$ cat config.mk
export PLATFORM = sky130hd
export DESIGN_NAME = pc_sequencer
export DESIGN_NICKNAME = d
export VERILOG_FILES = /design/src/rtl/cpu_pkg.sv /design/src/rtl/pc_sequencer_adder_1.sv /design/src/rtl/pc_sequencer.sv
export SDC_FILE = /design/constraint.sdc
export NUM_CORES = 1
export LEC_CHECK = 0
export ABC_AREA = 1
export BUFFER_PORTS_ARGS = -buffer_cell sky130_fd_sc_hd__buf_2
export CAP_MARGIN = 25
export CORE_UTILIZATION = 35
export DETAILED_ROUTE_END_ITERATION = 8
export HOLD_SLACK_MARGIN = 0.1
export PLACE_DENSITY = 0.59
export SYNTH_ARGS = -nofsm -noshare
export SYNTH_HDL_FRONTEND = slang
export SYNTH_SLANG_ARGS = --single-unit
$ cat constraint.sdc
create_clock -name clk -period 7.7 [get_ports clk]
set_clock_uncertainty 0.2 [all_clocks]
set_input_delay 0.385 -clock clk [delete_from_list [all_inputs] [get_ports clk]]
set_output_delay 0.385 -clock clk [all_outputs]
set_load 0.005 [all_outputs]
$ cat src/rtl/cpu_pkg.sv
// Shared definitions for the Group-K CPU: datapath width, reset vector and
// the program-counter sequencer state type.
package cpu_pkg;

    localparam int unsigned PC_W      = 16;
    localparam logic [15:0] RESET_VEC = 16'h0000;

    typedef enum logic [1:0] {
        ST_IDLE  = 2'd0,
        ST_FETCH = 2'd1,
        ST_EXEC  = 2'd2,
        ST_HALT  = 2'd3
    } seqState_t;

endpackage

$ cat src/rtl/pc_sequencer_adder_1.sv
// PC+1 incrementer shared by the sequencer; purely combinational.
module ADDER_1 #(
    parameter int unsigned W = 16
) (
    input  logic [W-1:0] a,
    output logic [W-1:0] sum
);

    assign sum = a + W'(1);

endmodule

$ cat src/rtl/pc_sequencer.sv
// Program-counter sequencer: owns the PC, fetches through a req/ack handshake
// and applies halt/stall/jump/branch redirects while an instruction executes.
module pc_sequencer #(
    parameter int unsigned     PC_W      = cpu_pkg::PC_W,
    parameter logic [PC_W-1:0] RESET_VEC = PC_W'(cpu_pkg::RESET_VEC)
) (
    input  logic            clk,
    input  logic            rst_n,
    output logic            imem_req_o,
    output logic [PC_W-1:0] imem_addr_o,
    input  logic            imem_ack_i,
    output logic            instr_valid_o,
    output logic [PC_W-1:0] pc_o,
    output logic [PC_W-1:0] pc_plus1_o,
    input  logic            stall_i,
    input  logic            halt_i,
    input  logic            jump_i,
    input  logic [PC_W-1:0] jump_addr_i,
    input  logic            branch_i,
    input  logic [PC_W-1:0] branch_off_i,
    output logic            flush_o,
    output logic            halted_o,
    output logic [PC_W-1:0] retired_cnt_o
);

    import cpu_pkg::*;

    seqState_t       stateQ, stateD;
    logic [PC_W-1:0] pcQ, pcD;
    logic [PC_W-1:0] retiredQ, retiredD;
    logic [PC_W-1:0] pcPlus1, branchTarget;
    logic            flushQ, flushD;

    ADDER_1 #(.W(PC_W)) uPcInc (
        .a   (pcQ),
        .sum (pcPlus1)
    );

    always_ff @(posedge clk or negedge rst_n) begin
        if (!rst_n) begin
            stateQ   <= ST_IDLE;
            pcQ      <= RESET_VEC;
            retiredQ <= '0;
            flushQ   <= 1'b0;
        end else begin
            stateQ   <= stateD;
            pcQ      <= pcD;
            retiredQ <= retiredD;
            flushQ   <= flushD;
        end
    end

    // Redirects are only looked at in EXEC; priority halt > stall > jump > branch.
    always_comb begin
        stateD       = stateQ;
        pcD          = pcQ;
        retiredD     = retiredQ;
        flushD       = 1'b0;
        branchTarget = pcPlus1 + branch_off_i;
        unique case (stateQ)
            ST_IDLE:  stateD = ST_FETCH;
            ST_FETCH: if (imem_ack_i) stateD = ST_EXEC;
            ST_EXEC: begin
                if (halt_i) begin
                    stateD   = ST_HALT;
                    retiredD = retiredQ + PC_W'(1);
                end else if (!stall_i) begin
                    stateD   = ST_FETCH;
                    retiredD = retiredQ + PC_W'(1);
                    if (jump_i) begin
                        pcD    = jump_addr_i;
                        flushD = 1'b1;
                    end else if (branch_i) begin
                        pcD    = branchTarget;
                        flushD = 1'b1;
                    end else begin
                        pcD = pcPlus1;
                    end
                end
            end
            ST_HALT:  stateD = ST_HALT;
        endcase
    end

    always_comb begin
        imem_req_o    = (stateQ == ST_FETCH);
        instr_valid_o = (stateQ == ST_EXEC);
        halted_o      = (stateQ == ST_HALT);
    end

    assign imem_addr_o   = pcQ;
    assign pc_o          = pcQ;
    assign pc_plus1_o    = pcPlus1;
    assign flush_o       = flushQ;
    assign retired_cnt_o = retiredQ;

endmodule
==> results of run 1 <==
metrics by stage:
step | total power [uW] | setup WS [ns]
after global routing | 917.1 | 4.372
final | 840.3 | 4.686
after CTS | 847.3 | 4.697
after detailed placement | 671.3 | 4.720
after floorplan | 542.4 | 5.030
after global placement | 666.9 | 4.763
logic make-up (layout without fill, tap and decap cells):
family	after synthesis	after routing	share of synthesized area [%]
AND/OR/NAND/NOR	229	229	31.70
buffers and inverters	87	180	12.21
AO/OA/AOI/OAI	72	72	12.57
flip-flops	35	35	27.49
XOR/XNOR	26	26	7.149
adder cells (fa/ha/maj)	22	22	8.877
worst max-delay path, delay by kind of cell (launching register included):
| kind | cells | cell delay, ns |
|---|---|---|
| simple gates | 11 | 1.31 |
| fa+ha+maj | 2 | 0.58 |
| flops | 1 | 0.44 |
| compound gates | 2 | 0.29 |
| buf+inv | 2 | 0.13 |
cells in the mapped netlist, drive strengths merged:
library cell	number	area, um^2
a22oi	2	15.01
nand3	30	155.1
dfrtp	35	875.8
o211ai	3	22.52
a31oi	2	12.51
buf	17	125.1
ha	21	262.8
nor2	57	234.0
nand4	5	31.28
nand2	120	460.4
o31ai	2	15.01
nand3b	3	22.52
o22ai	1	6.260
a21o	2	15.01
a221oi	1	8.760
a21oi	35	175.2
clkbuf	6	23.77
xor2	13	113.9
o21ai	20	100.1
inv	63	236.5
nor4	2	27.53
xnor2	13	113.9
or2	3	18.77
nor3	6	41.29
fa	1	20.02
o21bai	4	30.03
and2	3	18.77
clkinv	1	3.750
worst max path at each step:
stage | endpoint | slack, ns | depth (start not counted)
global placement | imem_addr_o[10]$_DFFE_PN0P_ | 4.76 | 17
floorplan | imem_addr_o[15]$_DFFE_PN0P_ | 5.03 | 18
finish | imem_addr_o[10]$_DFFE_PN0P_ | 4.69 | 17
detailed placement | imem_addr_o[10]$_DFFE_PN0P_ | 4.72 | 17
global route | imem_addr_o[10]$_DFFE_PN0P_ | 4.37 | 15
CTS | imem_addr_o[10]$_DFFE_PN0P_ | 4.70 | 17
layer usage:
layer | global-route usage, % | up-vias | share of wire, %
li1 | - | 1678 | -
met1 | 25.79 | 1479 | 46
met2 | 31.79 | 104 | 47
met3 | 2.950 | 8 | 5.8
met4 | 4.977 | 0 | 1.2
met5 | 0 | - | 0
area by class of cell:
| type | instances | area share [%] |
|---|---|---|
| inverters | 64 | 6.256 |
| multi-input cells | 349 | 50.02 |
| clock inverters | 2 | 0.9123 |
| repair buffers | 108 | 14.34 |
| flip-flops and latches | 35 | 22.81 |
| clock buffers | 6 | 2.151 |
| well taps | 108 | 3.519 |
power groups by stage:
stage               Clock (uW)  Sequential (uW)  Combinational (uW)
floorplan                    0              249                 294
global placement             0              257                 410
detailed placement           0              260                 412
CTS                        176              256                 415
global route               184              261                 472
finish                     171              256                 413
state kept, by name, indices dropped and copies added (netlist names):
signal / count
stateQ: 2
retired_cnt_o: 16
flush_o: 1
imem_addr_o: 16
==> qor.csv, run 1 <==
stage,metric,value,unit
timing,Final Cycle Share,39.14,%
power_and_ir_drop,Worst VDD drop,0.00009454,V
hold_path,hold endpoint,imem_addr_o[5]$_DFFE_PN0P_,
worst_setup_path,Reg2Reg Setup Slack,4.69,ns
final_layout,"commonest non-fill, non-tap cells in the layout","nand2_1 (116), buf_2 (106), inv_1 (62)",
synth,synth warn,0,
hold_path,Hold Startpoint,jump_addr_i[5],
worst_setup_path,Worst Setup End Kind,register,
global_routing,global-route usage over all layers,19.10,%
detailed_routing,DR vias/cell,4.865,
worst_setup_path,crit-path max cell delay,0.44,ns
synth,Netlist cell types,38,
power_and_ir_drop,Clock power frac,20.4,%
cts,CTS tree,done,
final_layout,layout cells sized above 1,22.87,%
timing,RSZ-0062 raised after global routing,false,
synth,cell count after synthesis,471,
power_and_ir_drop,internal power,486.2,uW
synth,syn_area_per_cell,6.763,um^2
cts,hold_buf cts,2,
cts,post-cts resize count,0,
detailed_routing,via count,3269,
final_layout,Nets,624,
hold_path,Hold Path Cell Cnt,3,
final_layout,fin area,3840,um^2
detailed_routing,DRT Pass-1 Iters,4,
synth,sequential area share after synthesis,27.49,%
timing,Tmin final,3.014,ns
final_layout,Util after Layout,43.82,%
detailed_routing,Iteration-0 DRC Markers,127,
placement,Post-Place Cell Area,3702,um^2
cts,H-tree depth,2,
worst_setup_path,r2r startpoint,imem_addr_o[0]$_DFFE_PN0P_,
die,Die Y,97.40,um
worst_setup_path,RR Endpoint,imem_addr_o[10]$_DFFE_PN0P_,
hold_path,HP Class,input pin to register,
worst_setup_path,worst-path fanout max,6,
power_and_ir_drop,register share of total power,30.4,%
timing,hold slack,0.1831,ns
worst_setup_path,kind of critical path,register to register,
cts,clk buf depth,2,
placement,Port Buffer Count,106,
die,CORE AREA,8763,um^2
timing,final setup TNS,0,ns
final_layout,Final Non-Filler Cells,672,
final_layout,"commonest non-fill, non-tap cell in the layout",nand2_1,
global_routing,global-route wire length before repair,14880,um
synth,syn_nets,532,
die,starting density of the core,36.35,%
cts,root buf cell,clkbuf_8,
final_layout,register area,875.8,um^2
final_layout,Multi-input gate area,1921,um^2
timing,Max Freq,331.8,MHz
die,die width,97.40,um
power_and_ir_drop,power density over cell area,218.8,nW/um^2
worst_setup_path,crit-path cells,ha_1 -> nand2_1 -> inv_2 -> nand2_1 -> nor2_1 -> or2_2 -> nand2_1 -> inv_1 -> ha_1 -> nand2_1 -> nor2_1 -> nand3_1 -> nand3_1 -> nor2_1 -> o21ai_0 -> nand2_1 -> a21oi_1,
placement,Final HPWL DP,7326,um
final_layout,# fillers,956,
final_layout,Area Overhead vs Synth,20.54,%
synth,post-synthesis instance area,3186,um^2
timing,Least-Margin Pin Slew,0.8071,ns
power_and_ir_drop,Psw,354.1,uW
worst_setup_path,R2R cell count,17,
worst_setup_path,CP Data Required Time,7.71,ns
global_routing,vias in the first global route,3070,
die,number of I/O pins,107,
worst_setup_path,CP startpoint kind,register,
global_routing,antenna violations before repair,0,
cts,setup bufs post-CTS,0,
cts,Clock Latency Late Sink,0.28,ns
power_and_ir_drop,switching share of power,42.14,%
final_layout,diode count,0,
synth,Seq cells post-synth,35,
global_routing,total grt overflow,0,
cts,Num CTS Buffers,5,
power_and_ir_drop,Pleak,0.002189,uW
worst_setup_path,CP Launch Point,imem_addr_o[0]$_DFFE_PN0P_,
worst_setup_path,crit path max-delay cell type,dfrtp_1,
detailed_routing,Post-Route WL,9053,um
flow_run,Max Cap Violations,0,
timing,Final Max Tran Viols,0,
worst_setup_path,critical path arrival,3.02,ns
global_routing,largest net degree at the start of global routing,36,
cts,clock slew at reported path FFs,0.07,ns
detailed_routing,post-route ant nets,0,
placement,gpl congestion,0.8709,
detailed_routing,routed length per instance,13.47,um
placement,placed cells,662,
die,row count,34,
cts,clk sinks,35,
timing,Final Setup Violations,0,
timing,worst relative slew slack,46.19,%
detailed_routing,number of remaining DRC errors,0,
run_status,status,completed,
worst_setup_path,most frequent CP cell,nand2_1,
power_and_ir_drop,combinational power share,49.2,%
die,die area,9487,um^2
timing,Final Hold Fails,0,
No activity file was read; power rests on OpenSTA's default activity.
==> run 2: changes to the inputs <==
--- a/config.mk
+++ b/config.mk
@@ -11,7 +11,7 @@
 export CORE_UTILIZATION = 35
 export DETAILED_ROUTE_END_ITERATION = 8
 export HOLD_SLACK_MARGIN = 0.1
-export PLACE_DENSITY = 0.59
+export PLACE_DENSITY = 0.61
 export SYNTH_ARGS = -nofsm -noshare
 export SYNTH_HDL_FRONTEND = slang
 export SYNTH_SLANG_ARGS = --single-unit
==> constraint.sdc (replaced) <==
create_clock -name clk -period 2.6 [get_ports clk]
set_clock_uncertainty 0.2 [all_clocks]
set_input_delay 0.13 -clock clk [delete_from_list [all_inputs] [get_ports clk]]
set_output_delay 0.13 -clock clk [all_outputs]
set_load 0.005 [all_outputs]
==> run 2 against run 1 <==
  * The run now ends with setup timing left
  * Sequential cell count unchanged
  * Sequential share of layout area decreased by 4.9 points
  * Cell area increased by 28%
  * Fmax increased by 10%
  * Core utilization increased by 12 points
  * Via count increased by 13%
  * Final cell count increased by 13%
  * Sequential power increased to 2.8 times the previous value
  * Worst setup slack got worse by 4.8 ns
  * Non-clock buffer count increased by 88
  * Critical endpoint is now imem_addr_o[15]$_DFFE_PN0P_
  * Largest power group unchanged
  * Highest routed layer unchanged
==> qor.csv, run 2 (synthesis results as in run 1) <==
stage,metric,value,unit
run_status,status,finished with violations,
run_status,failing checks,setup timing,
detailed_routing,routed length per instance,13.09,um
final_layout,"commonest non-fill, non-tap cells in the layout","buf_2 (106), nand2_1 (95), buf_4 (69)",
global_routing,total grt overflow,0,
timing,final setup margin,-0.1283,ns
detailed_routing,DRT Pass-1 Iters,4,
final_layout,Nets,712,
timing,Max Freq,366.5,MHz
die,die area,9487,um^2
cts,Num CTS Buffers,5,
worst_setup_path,Worst Setup End Kind,register,
worst_setup_path,worst-path fanout max,4,
worst_setup_path,crit-path max cell delay,0.41,ns
final_layout,# fillers,862,
die,die width,97.40,um
placement,gpl congestion,0.9018,
worst_setup_path,Reg2Reg Setup Slack,-0.13,ns
cts,clk sinks,35,
worst_setup_path,RR Endpoint,imem_addr_o[15]$_DFFE_PN0P_,
placement,Final HPWL DP,7483,um
die,Die Y,97.40,um
final_layout,Area Overhead vs Synth,54.12,%
placement,Port Buffer Count,106,
power_and_ir_drop,power density over cell area,622.2,nW/um^2
cts,clock slew at reported path FFs,0.07,ns
timing,Final Cycle Share,104.9,%
die,CORE AREA,8763,um^2
timing,Final Setup Violations,5,
die,number of I/O pins,107,
worst_setup_path,kind of critical path,register to register,
final_layout,diode count,0,
global_routing,vias in the first global route,3549,
worst_setup_path,critical path arrival,2.75,ns
worst_setup_path,crit path max-delay cell type,dfrtp_1,
global_routing,antenna violations before repair,0,
hold_path,Hold Path Cell Cnt,5,
cts,root buf cell,clkbuf_8,
power_and_ir_drop,Total Power,3055,uW
worst_setup_path,most frequent CP cell,nand2_2,
final_layout,layout cells sized above 1,41.94,%
worst_setup_path,crit-path cells,ha_2 -> nand2_2 -> inv_4 -> nand2_4 -> nor2_4 -> or2_4 -> nand2_2 -> inv_2 -> ha_4 -> nand2_1 -> inv_1 -> nand2_1 -> nor3_1 -> nand2_1 -> nand2_2 -> nand3_2 -> nand3_2 -> nand2_2 -> a21oi_2,
timing,RSZ-0062 raised after global routing,true,
hold_path,HP Class,input pin to register,
worst_setup_path,Worst path top cell family by delay,simple AND/OR/NAND/NOR gates,
worst_setup_path,R2R cell count,19,
die,row count,34,
final_layout,"commonest non-fill, non-tap cell in the layout",buf_2,
power_and_ir_drop,Pleak,0.002641,uW
detailed_routing,DR vias/cell,4.847,
final_layout,Util after Layout,56.03,%
hold_path,Hold Startpoint,stall_i,
cts,Clock Latency Late Sink,0.29,ns
worst_setup_path,CP startpoint kind,register,
detailed_routing,via count,3679,
cts,CTS tree,done,
detailed_routing,number of remaining DRC errors,0,
global_routing,global-route usage over all layers,20.77,%
flow_run,Max Cap Violations,0,
hold_path,hold endpoint,retired_cnt_o[1]$_DFFE_PN0P_,
detailed_routing,Iteration-0 DRC Markers,155,
timing,Least-Margin Pin Slew,0.8391,ns
timing,Tmin final,2.728,ns
timing,worst relative slew slack,44.06,%
worst_setup_path,r2r startpoint,imem_addr_o[0]$_DFFE_PN0P_,
detailed_routing,post-route ant nets,0,
power_and_ir_drop,Worst VDD drop,0.0002478,V
global_routing,global-route wire length before repair,16160,um
placement,placed cells,721,
global_routing,largest net degree at the start of global routing,36,
timing,Final Max Tran Viols,0,
worst_setup_path,CP bufs+invs,3,
cts,H-tree depth,2,
die,starting density of the core,36.35,%
worst_setup_path,CP Data Required Time,2.62,ns
detailed_routing,Post-Route WL,9936,um
final_layout,Final Non-Filler Cells,759,
cts,clk buf depth,2,
timing,Final Hold Fails,0,
[run 2: worst reg2reg max path, delay by kind of cell, from the launching register on]
family                     cells  cell delay (ns)
and+or+nand+nor               13             1.26
AOI/OAI and AO/OA              1             0.12
adders and majority gates      2             0.48
buffers and inverters          3             0.21
DFF                            1             0.41
[run 2: through the flow]
stage	hold WS [ns]	setup TNS, ns	setup slack (ns)	area, um^2
floorplan	-0.3656	-0.004002	-0.004002	3216
global placement	0.06744	-0.8624	-0.1775	4175
detailed placement	0.08824	-1.255	-0.2151	4175
CTS	0.1015	-0.1349	-0.1107	4740
global route	0.1431	-1.692	-0.2917	4910
finish	0.1018	-0.2273	-0.1283	4910
[run 2: routing by layer]
layer  routed length [um]  GRT usage, %  vias to the layer above
met5                    0             0                        -
met4                   94         4.525                        0
met3                  510         3.309                        8
met2                 5076         36.47                       95
met1                 4255         26.75                     1720
li1                     -             -                     1856
[run 2: worst max-delay path by stage]
stage                               start                          end  slack (ns)  cells after the start
2_1_floorplan  imem_addr_o[0]$_DFFE_PN0P_  imem_addr_o[15]$_DFFE_PN0P_      -0.004                     17
3_3_place_gp   imem_addr_o[1]$_DFFE_PN0P_  imem_addr_o[10]$_DFFE_PN0P_       -0.18                     17
3_5_place_dp   imem_addr_o[0]$_DFFE_PN0P_  imem_addr_o[15]$_DFFE_PN0P_       -0.22                     21
4_1_cts        imem_addr_o[0]$_DFFE_PN0P_  imem_addr_o[15]$_DFFE_PN0P_       -0.11                     19
5_1_grt        imem_addr_o[0]$_DFFE_PN0P_  imem_addr_o[15]$_DFFE_PN0P_       -0.29                     19
6_report       imem_addr_o[0]$_DFFE_PN0P_  imem_addr_o[15]$_DFFE_PN0P_       -0.13                     19
[run 2: power by group]
part           leakage [uW]  switching (uW)  internal [uW]  total, uW
clock network     0.0000470             203            208        412
logic               0.00216             967            961       1930
registers          0.000434            92.6            622        715
[run 2: cell type report]
class	count	area, um^2	share of cell area (%)
Multi-Input combinational cell	349	2307	46.99
Inverter	64	242.7	4.944
Sequential cell	35	877.1	17.86
Timing Repair Buffer	196	1260	25.66
Tap cell	108	135.1	2.752
Clock buffer	6	82.58	1.682
Clock inverter	1	5.005	0.1019
[run 2: repair_timing]
action / in CTS / in global routing
hold endpoints to repair: 54 / 0
pin swaps: 25 / 25
setup buffers: 5 / 6
setup endpoints to repair: 9 / 12
gates resized for setup: 48 / 41
hold buffers: 20 / 0
==> run 3: changes to the inputs <==
--- a/config.mk
+++ b/config.mk
@@ -9,9 +9,12 @@
 export BUFFER_PORTS_ARGS = -buffer_cell sky130_fd_sc_hd__buf_2
 export CAP_MARGIN = 25
 export CORE_UTILIZATION = 35
+export CTS_BUF_LIST = sky130_fd_sc_hd__clkbuf_8
 export DETAILED_ROUTE_END_ITERATION = 8
 export HOLD_SLACK_MARGIN = 0.1
+export MAX_ROUTING_LAYER = met4
 export PLACE_DENSITY = 0.61
+export SLEW_MARGIN = 20
 export SYNTH_ARGS = -nofsm -noshare
 export SYNTH_HDL_FRONTEND = slang
 export SYNTH_SLANG_ARGS = --single-unit
==> run 3 against run 2 <==
  * The flow still finishes with violations (setup timing)
  * Global-route usage grew 1.2 points
  * Sequential share of layout area hardly changed
  * Sequential power about the same
  * Worst setup slack better by 0.022 ns
  * Critical path depth decreased by 1
  * Cell area is 0.41% lower
  * Fmax is 0.81% higher
  * Critical path type unchanged
  * Largest cell class unchanged
==> qor.csv, run 3 (synthesis results as in run 1) <==
stage,metric,value,unit
run_status,status,finished with violations,
run_status,failing checks,setup timing,
cts,Clock Latency Late Sink,0.28,ns
die,starting density of the core,36.35,%
detailed_routing,DR vias/cell,4.909,
timing,hold slack,0.1111,ns
cts,Num CTS Buffers,5,
power_and_ir_drop,Worst VDD drop,0.0002639,V
die,CORE AREA,8763,um^2
detailed_routing,post-route ant nets,0,
cts,H-tree depth,2,
worst_setup_path,worst-path fanout max,4,
hold_path,Hold Path Cell Cnt,5,
worst_setup_path,Reg2Reg Setup Slack,-0.11,ns
final_layout,"commonest non-fill, non-tap cell in the layout",buf_2,
timing,RSZ-0062 raised after global routing,true,
power_and_ir_drop,register share of total power,23.1,%
worst_setup_path,CP startpoint kind,register,
final_layout,# fillers,855,
die,row count,34,
final_layout,Final Non-Filler Cells,758,
worst_setup_path,crit-path max cell delay,0.38,ns
power_and_ir_drop,Pleak,0.002635,uW
detailed_routing,DRT Pass-1 Iters,4,
power_and_ir_drop,Psw,1262,uW
timing,Final Max Tran Viols,0,
detailed_routing,number of remaining DRC errors,0,
placement,Final HPWL DP,7470,um
worst_setup_path,CP Data Required Time,2.61,ns
final_layout,diode count,0,
timing,Least-Margin Pin Slew,0.8237,ns
flow_run,Max Cap Violations,0,
timing,final setup margin,-0.1064,ns
detailed_routing,Iteration-0 DRC Markers,123,
worst_setup_path,crit path max-delay cell type,dfrtp_1,
final_layout,fin area,4890,um^2
final_layout,layout cells sized above 1,40.62,%
timing,worst relative slew slack,45.09,%
cts,clock slew at reported path FFs,0.07,ns
power_and_ir_drop,power density over cell area,629.9,nW/um^2
worst_setup_path,most frequent CP cell,nand2_1,
die,die width,97.40,um
power_and_ir_drop,internal power,1817,uW
global_routing,global-route wire length before repair,16750,um
power_and_ir_drop,switching share of power,40.99,%
worst_setup_path,critical path arrival,2.72,ns
final_layout,Nets,710,
worst_setup_path,R2R cell count,18,
global_routing,busiest grt layer,met2,
timing,Final Cycle Share,104.1,%
placement,Port Buffer Count,106,
final_layout,Area Overhead vs Synth,53.50,%
timing,Tmin final,2.706,ns
timing,Max Freq,369.5,MHz
die,Die Y,97.40,um
placement,Post-Place Cell Area,4168,um^2
timing,Final Setup Violations,7,
global_routing,global-route usage over all layers,21.98,%
global_routing,met2 Usage GRT,36.90,%
global_routing,vias in the first global route,3606,
hold_path,hold endpoint,retired_cnt_o[1]$_DFFE_PN0P_,
worst_setup_path,r2r startpoint,imem_addr_o[1]$_DFFE_PN0P_,
cts,clk buf depth,2,
global_routing,met1 GRT Util,28.78,%
detailed_routing,routed length per instance,13.24,um
detailed_routing,via count,3721,
cts,clk sinks,35,
cts,root buf cell,clkbuf_8,
power_and_ir_drop,Total Power,3080,uW
worst_setup_path,RR Endpoint,imem_addr_o[15]$_DFFE_PN0P_,
global_routing,largest net degree at the start of global routing,36,
detailed_routing,Post-Route WL,10030,um
power_and_ir_drop,Clock power frac,14.1,%
global_routing,antenna violations before repair,0,
cts,CTS tree,done,
worst_setup_path,kind of critical path,register to register,
global_routing,total grt overflow,0,
die,number of I/O pins,107,
hold_path,Hold Startpoint,stall_i,
worst_setup_path,Worst path top cell family by delay,simple AND/OR/NAND/NOR gates,
worst_setup_path,Worst Setup End Kind,register,
placement,gpl congestion,0.9203,
worst_setup_path,CP bufs+invs,3,
hold_path,HP Class,input pin to register,
worst_setup_path,crit-path cells,ha_2 -> nand2_1 -> inv_2 -> nand3_2 -> or2_4 -> o21bai_1 -> and2_4 -> ha_4 -> a21o_1 -> nor2_1 -> nand2_1 -> inv_1 -> nand2_1 -> inv_1 -> nand2_1 -> nand3_1 -> nand2_1 -> a21oi_1,
power_and_ir_drop,combinational power share,62.8,%
timing,Final Hold Fails,0,
die,die area,9487,um^2
final_layout,"commonest non-fill, non-tap cells in the layout","buf_2 (106), nand2_1 (96), buf_4 (67)",
global_routing,GR Layer Usage met3,2.374,%
placement,placed cells,720,
run 3: cell count changes in the layout (fill, tap and decap cells not counted), moves of 2 or more:
| cell | before | now |
|---|---|---|
| buf_4 | 69 | 67 |
| nand3_1 | 25 | 27 |
| nor2_1 | 41 | 43 |
| a21oi_4 | 0 | 3 |
| inv_1 | 54 | 57 |
| nor2_2 | 11 | 9 |
| a21oi_2 | 9 | 7 |
run 3: tightest hold or removal path: cells and delay by family:
| kind | cells | cell delay (ns) |
|---|---|---|
| and+or+nand+nor | 2 | 0.11 |
| AOI/OAI and AO/OA | 1 | 0.11 |
| buffers and inverters | 2 | 0.20 |
run 3: cell type report:
type	instances	area (um^2)	share of cell area, %
timing repair buffer	194	1244	25.43
clock inverter	1	3.754	0.07677
clock buffer	7	96.34	1.970
multi-input combinational	349	2295	46.93
tap	108	135.1	2.764
sequential	35	875.8	17.91
inverter	64	240.2	4.913
run 3: worst max path at each step:
stage | cells after the start | end | startpoint | slack, ns
after CTS | 18 | imem_addr_o[15]$_DFFE_PN0P_ | imem_addr_o[1]$_DFFE_PN0P_ | -0.07
after detailed placement | 17 | imem_addr_o[10]$_DFFE_PN0P_ | imem_addr_o[1]$_DFFE_PN0P_ | -0.22
after floorplan | 17 | imem_addr_o[15]$_DFFE_PN0P_ | imem_addr_o[0]$_DFFE_PN0P_ | -0.004
final | 18 | imem_addr_o[15]$_DFFE_PN0P_ | imem_addr_o[1]$_DFFE_PN0P_ | -0.11
after global placement | 17 | imem_addr_o[10]$_DFFE_PN0P_ | imem_addr_o[1]$_DFFE_PN0P_ | -0.18
after global routing | 23 | imem_addr_o[15]$_DFFE_PN0P_ | imem_addr_o[1]$_DFFE_PN0P_ | -0.30
run 3: layer usage:
metal	vias up	share of wire [%]	routed length, um
met4	0	1.2	116
li1	1855	-	-
met2	118	50	5041
met1	1736	45	4469
met5	-	0	0
met3	12	4.0	406
run 3: timing repair:
item,4_1_cts,5_1_grt
hold buffers,21,0
setup buffers,7,2
endpoints found under the setup margin,10,12
gates resized for setup,56,27
pin swaps,24,10
endpoints found under the hold margin,54,0
cloned,0,0
run 3: through the flow:
step	util (%)	setup slack [ns]	setup TNS (ns)
4_1_cts	54.57	-0.06729	-0.07600
3_3_place_gp	47.56	-0.1768	-0.8232
5_1_grt	55.80	-0.2978	-2.321
2_1_floorplan	-	-0.004002	-0.004002
3_5_place_dp	47.56	-0.2171	-1.331
6_report	55.80	-0.1064	-0.3880
run 3: power by group through the flow:
stage / Clock, uW / Sequential, uW / Combinational, uW
after global placement: 0 / 719 / 1570
after floorplan: 0 / 737 / 886
after CTS: 443 / 711 / 1820
final: 434 / 713 / 1930
after global routing: 470 / 726 / 2140
after detailed placement: 0 / 723 / 1590
